[src/rtl/bus_pkg.sv]
// Shared types and requester indices for the memory bus arbiter.
package bus_pkg;

    typedef enum logic [1:0] {
        IDLE,
        ACCESS,
        DONE
    } arb_state_t;

    localparam int REQ_IFETCH = 0;
    localparam int REQ_DATA   = 1;
    localparam int REQ_DBG    = 2;

endpackage

[src/rtl/mem_bus_arbiter_rr_pick.sv]
// Combinational round-robin picker: first set request at or above ptr, wrapping.
module rr_pick #(
    parameter int NREQ = 3,
    localparam int PW  = (NREQ > 1) ? $clog2(NREQ) : 1
) (
    input  logic [NREQ-1:0] req,
    input  logic [PW-1:0]   ptr,
    output logic [NREQ-1:0] onehot,
    output logic [PW-1:0]   idx,
    output logic            any
);

    logic [PW-1:0] cand;

    always_comb begin
        onehot = '0;
        idx    = '0;
        any    = 1'b0;
        cand   = '0;
        for (int unsigned k = 0; k < NREQ; k++) begin
            cand = PW'((32'(ptr) + k) % NREQ);
            if (!any && req[cand]) begin
                any          = 1'b1;
                idx          = cand;
                onehot[cand] = 1'b1;
            end
        end
    end

endmodule

[src/rtl/mem_bus_arbiter.sv]
// Round-robin arbiter sharing one memory port; one transaction at a time,
// grant held until memory completes or the access times out.
module mem_bus_arbiter
    import bus_pkg::*;
#(
    parameter int NREQ    = 3,
    parameter int AW      = 16,
    parameter int DW      = 16,
    parameter int TIMEOUT = 15
) (
    input  logic             clk,
    input  logic             r,
    input  logic [NREQ-1:0]  req,
    input  logic [NREQ-1:0]  req_we,
    input  logic [NREQ*AW-1:0] req_addr,
    input  logic [NREQ*DW-1:0] req_wdata,
    output logic [NREQ-1:0]  ack,
    output logic [NREQ-1:0]  err,
    output logic [DW-1:0]    rdata,
    output logic [NREQ-1:0]  gnt,
    output logic             mem_req,
    output logic             mem_we,
    output logic [AW-1:0]    mem_addr,
    output logic [DW-1:0]    mem_wdata,
    input  logic [DW-1:0]    mem_rdata,
    input  logic             mem_ready
);

    localparam int PW = (NREQ > 1) ? $clog2(NREQ) : 1;
    localparam int TW = $clog2(TIMEOUT + 1);

    arb_state_t      state, state_nx;
    logic [PW-1:0]   ptr, owner;
    logic [TW-1:0]   tcnt;
    logic [NREQ-1:0] pick_onehot;
    logic [PW-1:0]   pick_idx;
    logic            pick_any;
    logic            start, finish_ok, finish_to;

    rr_pick #(.NREQ(NREQ)) u_pick (
        .req    (req),
        .ptr    (ptr),
        .onehot (pick_onehot),
        .idx    (pick_idx),
        .any    (pick_any)
    );

    always_ff @(posedge clk or posedge r) begin
        if (r) state <= IDLE;
        else   state <= state_nx;
    end

    // mem_ready takes priority over the timeout when both land in one cycle
    always_comb begin
        state_nx  = state;
        start     = 1'b0;
        finish_ok = 1'b0;
        finish_to = 1'b0;
        case (state)
            IDLE: begin
                if (pick_any) begin
                    start    = 1'b1;
                    state_nx = ACCESS;
                end
            end
            ACCESS: begin
                if (mem_ready) begin
                    finish_ok = 1'b1;
                    state_nx  = DONE;
                end else if (tcnt == TW'(TIMEOUT - 1)) begin
                    finish_to = 1'b1;
                    state_nx  = DONE;
                end
            end
            DONE:    state_nx = IDLE;
            default: state_nx = IDLE;
        endcase
    end

    always_ff @(posedge clk or posedge r) begin
        if (r) begin
            ptr       <= '0;
            owner     <= '0;
            tcnt      <= '0;
            gnt       <= '0;
            ack       <= '0;
            err       <= '0;
            mem_req   <= 1'b0;
            mem_we    <= 1'b0;
            mem_addr  <= '0;
            mem_wdata <= '0;
            rdata     <= '0;
        end else begin
            ack <= '0;
            err <= '0;
            if (start) begin
                gnt       <= pick_onehot;
                owner     <= pick_idx;
                mem_req   <= 1'b1;
                mem_we    <= req_we[pick_idx];
                mem_addr  <= req_addr[pick_idx*AW +: AW];
                mem_wdata <= req_wdata[pick_idx*DW +: DW];
                tcnt      <= '0;
            end
            if (state == ACCESS) tcnt <= tcnt + 1'b1;
            if (finish_ok) begin
                rdata   <= mem_rdata;
                ack     <= gnt;
                mem_req <= 1'b0;
            end
            if (finish_to) begin
                err     <= gnt;
                mem_req <= 1'b0;
            end
            if (state == DONE) begin
                gnt <= '0;
                ptr <= (owner == PW'(NREQ - 1)) ? '0 : owner + 1'b1;
            end
        end
    end

endmodule
[config.mk]
export PLATFORM = sky130hd
export DESIGN_NAME = mem_bus_arbiter
export DESIGN_NICKNAME = d
export VERILOG_FILES = /design/src/rtl/bus_pkg.sv /design/src/rtl/mem_bus_arbiter_rr_pick.sv /design/src/rtl/mem_bus_arbiter.sv
export SDC_FILE = /design/constraint.sdc
export NUM_CORES = 1
export LEC_CHECK = 0
export CAP_MARGIN = 20
export CORE_MARGIN = 2
export CORE_UTILIZATION = 43
export CTS_CLUSTER_DIAMETER = 150
export DETAILED_ROUTE_END_ITERATION = 16
export PLACE_DENSITY = 0.84
export SYNTH_ARGS = -nofsm -noshare
export SYNTH_HDL_FRONTEND = slang
export SYNTH_SLANG_ARGS = --single-unit
export TNS_END_PERCENT = 10
[constraint.sdc]
create_clock -name clk -period 5.7 [get_ports clk]
set_input_delay 1.71 -clock clk [delete_from_list [all_inputs] [get_ports clk]]
set_output_delay 1.71 -clock clk [all_outputs]
set_load 0.1 [all_outputs]
Word level (Yosys, flattened, before mapping)
Cells that the tools add are included.
- input bits: 121
- logic and storage cells: 92
- register bits: 69
- reduce and logical (&&, ||, !) cells: 12
- mux-type cells: 44
- shift-type cells: 2
- div/mod/pow operators: 3
- bitwise logic cells: 2
- add/sub/neg operators: 4
- order comparisons: 7
- eq/ne operators: 6
- operators by type and width (cell ; number):
    $shiftx A48 B7 Y16 ; 2
    $mod A32 B2 Y32 const B ; 2
    $mod A2 B2 Y32 const B ; 1
    $mux W3 ; 7
    $mux W1 ; 20
    $mux W2 ; 7
    $lt A2 B3 Y1 const B ; 4
    $bmux W1 S2 ; 4
    $mux W4 ; 2
    $demux W1 S2 ; 3
    $ge A2 B1 Y1 const B ; 3
    $or A3 B3 Y3 ; 2
    $logic_and A1 B1 Y1 ; 5
    $add A4 B1 Y4 const B ; 1
    $eq A2 B2 Y1 const B ; 2
    $eq A4 B4 Y1 const B ; 1
    $pmux W2 S2 ; 1
    $reduce_bool A2 Y1 ; 2
    $add A2 B1 Y3 const B ; 1
    $add A2 B2 Y3 const B ; 1
    $ne A3 B3 Y1 const B ; 1
    $reduce_bool A3 Y1 ; 1
    $add A2 B1 Y2 const B ; 1
    $eq A2 B1 Y1 const B ; 1
    other kinds (4) ; 5

Longest topological paths before layout
- depth after elaboration: 15
- gate-level depth with buffers: 10

By module
From an unflattened synthesis, not the netlist that was laid out.
- cell total of the unflattened synthesis: 385
- area total of the unflattened synthesis: 3791.1 µm²
- modules (own cells, without submodules) (module ; area each (µm²) ; instances ; cells each):
    mem_bus_arbiter ; 3443.3 ; 1 ; 332
    rr_pick ; 347.8 ; 1 ; 53

Least setup slack after synthesis
No wires, ideal clock.
- path type: input to register
- start point: input req[2]
- end point: register mem_addr[0]
- path slack: 2.766 ns
- arrival: 2.852 ns
- data required time: 5.617 ns
- stages on the path: 7
- library setup time: 0.083 ns
- cells stage by stage: buf_2 -> nand3b_1 -> o21ai_1 -> o2bb2ai_4 -> buf_6 -> o22ai_1 -> a31oi_1
- cells in the longest elaborated chain, start to end: 11
- elaborated cells on any way between the ends: 19
- ends and longest elaborated chain (item ; RTL line ; text):
    start, declared ; mem_bus_arbiter.sv:13 ; input logic [NREQ-1:0] req,
    branches (longest 11 deep; another with $shiftx A48 B7 Y16) ; n/a ;
    end signal, assigned ; mem_bus_arbiter.sv:101 ; mem_addr <= req_addr[pick_idx*AW +: AW];
    end, declared ; mem_bus_arbiter.sv:23 ; output logic [AW-1:0] mem_addr,
Parallel ways; which one is timed is not known. The select of a mux whose other input is x is not followed.
A chain may end at the register's enable or synchronous reset.

Final worst setup path
- start point: input req[2]
- end point: register mem_addr[13]
Same word-level chain as after synthesis.

==> results by group <==
Routing
  – Drt total wl: 9.909 mm
  – DRT antenna net count: 0
  – Wire per inst: 15.93 microns
  – # DRC: 0
  – Number of vias in the routed layout: 3380
  – DRT Pass-1 Iters: 5
  – Initial drt markers: 171
  – Vias/cell: 5.434

Timing
  – Rel. slew slack: 30.92%
  – Pins Over Slew Limit: 0
  – Final count of negative-setup-slack endpoints: 0
  – Unrepaired setup endpoints after global routing: false
  – Part of the cycle the worst path needs: 70.66%
  – Hold_ws: 467.8 ps
  – Fmax: 248.3 MHz
  – Skew final: 8.300 ps
  – Final critical-path required period: 4027 ps
  – Final hold violations: 0
  – Setup TNS: 0 ps
  – Slew @ Worst Pin: 1035 ps

Placed design
  – Dpl cells: 606
  – HPWL after DPL: 7.327 mm
  – GP Congestion: 0.8939
  – Buffers on Ports: 179

Layout
  – # diodes: 0
  – Layout area overhead: 59.23%
  – Share of cells above drive strength 1: 8.077%
  – Final #Nets: 642
  – Layout Cells excl Fill: 622
  – Final Core Density: 70.95%

Yosys
  – Synth Flop Type: dfrtp_1
  – Syn_area_per_cell: 10.01 sq um
  – Most frequent cell after synthesis: nand2_1
  – Mapped Cells: 344
  – Area leader, netlist: dfrtp_1
  – Dominant cells by area after synthesis: dfrtp_1 50%, nand2_1 8.7%, a31oi_1 7.1%
  – Mapped cell area: 3443 sq um
  – Synth cell count leaders: 80 x nand2_1, 69 x dfrtp_1, 39 x a31oi_1, 36 x o22ai_1, 16 x mux2_2
  – Post-synthesis sequential area ratio: 50.15%
  – Count of cell types in the netlist: 45
  – Synth Warn #: 0
  – #FFs+latches synth: 69
  – EDFF count, synth: 0
  – Yosys top cell area share: 50.15%
  – Ys async rst share: 100.0%
  – Synthesized Nets: 471

Setup path
  – Crit Path Max Fanout: 43
  – CP Capture Type: flip-flop
  – Worst Path Buf+Inv: 1
  – Critical-path cell list: clkdlybuf4s50_1 -> nand2b_1 -> a311o_1 -> o2bb2ai_4 -> o22ai_1 -> a31oi_1
  – CP arrival: 4290 ps
  – Crit start category: input pin
  – FF-to-FF Start: ptr[0]
  – FF-to-FF path depth: 7
  – Worst R2R Setup Slack: 2820 ps
  – Crit Path Category: in -> reg
  – R2R Path End: mem_addr[13]
  – Crit-path slowest cell: o2bb2ai_4
  – Max incr delay on CP: 830 ps
  – Crit path max-delay family: compound AO/OA/AOI/OAI gates
  – Worst path required time: 5960 ps

Clock tree
  – Gates resized, CTS repair: 0
  – Cts hold-fix bufs: 0
  – TritonCTS Sinks: 69
  – CTS max path bufs: 2
  – Cts bufs inserted: 9
  – Worst-skew pair later-pin latency: 340 ps
  – Reg clk slew, reported paths: 70 ps
  – Post-CTS setup buffer count: 0
  – H-tree depth: 3
  – CTS tree: done
  – Root Buffer: clkbuf_8

Die
  – Die height: 93.49 microns
  – Core ar.: 7727 sq um
  – Die area: 8739 sq um
  – IO Count: 180
  – Starting Density: 44.56%
  – DIE WIDTH: 93.49 microns
  – Placement row count: 32

Global routing
  – All-Layer GR Usage: 22.79%
  – First-pass GRT wire length: 15.56 mm
  – Global route overflow: 0
  – Largest net degree at the start of global routing: 44
  – Vias in the first global route: 3271
  – Initial antenna violation count: 0

Flow run
  – Max Cap Viol: 0

Outcome
  – Status: finished, final reports clean

Min path
  – Hold depth: 1
  – WHS Endpoint: ptr[0]
  – Worst hold start: owner[1]
  – HP Class: reg -> reg
## area by class of cell
class                           count  area, sq um
Fill cell                         572         2245
Timing Repair Buffer              182         1822
Sequential cell                    69         1727
Multi-Input combinational cell    246         1533
Clock buffer                       10        137.6
Tap cell                          102        127.6
Clock inverter                      6        110.1
Inverter                            7        26.28
## metrics by stage
step | instance area, sq um | setup WS [ps]
after global routing | 5483 | 1515
final | 5483 | 1673
after floorplan | 3443 | 2250
after global placement | 5220 | 1401
after detailed placement | 5235 | 1368
after CTS | 5483 | 1728
## kinds of logic after synthesis
group | after synthesis | share of synthesized area [%]
flops | 69 | 50.15
mux | 19 | 6.105
xor+xnor | 1 | 0.2544
buf+inv | 29 | 5.341
simple gates | 118 | 15.55
compound gates | 102 | 20.42
fa+ha+maj | 6 | 2.180
## sequential cells by signal, summed over array words and instances (netlist names), 2 cells and up
name	flops
err	3
mem_wdata	16
owner	2
gnt	3
ptr	2
ack	3
rdata	16
mem_addr	16
tcnt	4
state	2
## metal layers
layer	GRT usage, %	part of all wire [%]	vias to the layer above
met5	0	0	-
met4	8.946	2.1	0
met3	5.560	8.9	14
met2	37.53	50	171
met1	28.89	39	1607
li1	-	-	1588
## layout by cell type (no fill, tap or decap), drive strengths merged, types with 2 or more instances in the layout
| cell type | count |
|---|---|
| o22ai | 36 |
| a21o | 2 |
| nor2 | 10 |
| clkinvlp | 2 |
| bufinv | 3 |
| ha | 6 |
| clkbuf | 10 |
| mux2i | 3 |
| nand3b | 2 |
| o21ai | 8 |
| nand3 | 3 |
| dfrtp | 69 |
| o31ai | 4 |
| nand2 | 80 |
| inv | 7 |
| and3 | 5 |
| clkdlybuf4s50 | 179 |
| a31oi | 39 |
| and2 | 5 |
| o2bb2ai | 2 |
| nand2b | 7 |
| mux2 | 16 |
| buf | 3 |
## worst max-delay path by stage
stage           start           end  cells past startpoint
4_1_cts        req[2]   mem_addr[8]                      6
3_5_place_dp   req[2]  mem_addr[13]                      6
5_1_grt        req[2]  mem_addr[13]                      6
3_3_place_gp   req[2]  mem_addr[13]                      6
2_1_floorplan       r        ack[0]                      1
6_report       req[2]  mem_addr[13]                      6
Power is not shown: default switching activity piles up to over one toggle a cycle in this logic, so the estimate is an artifact.
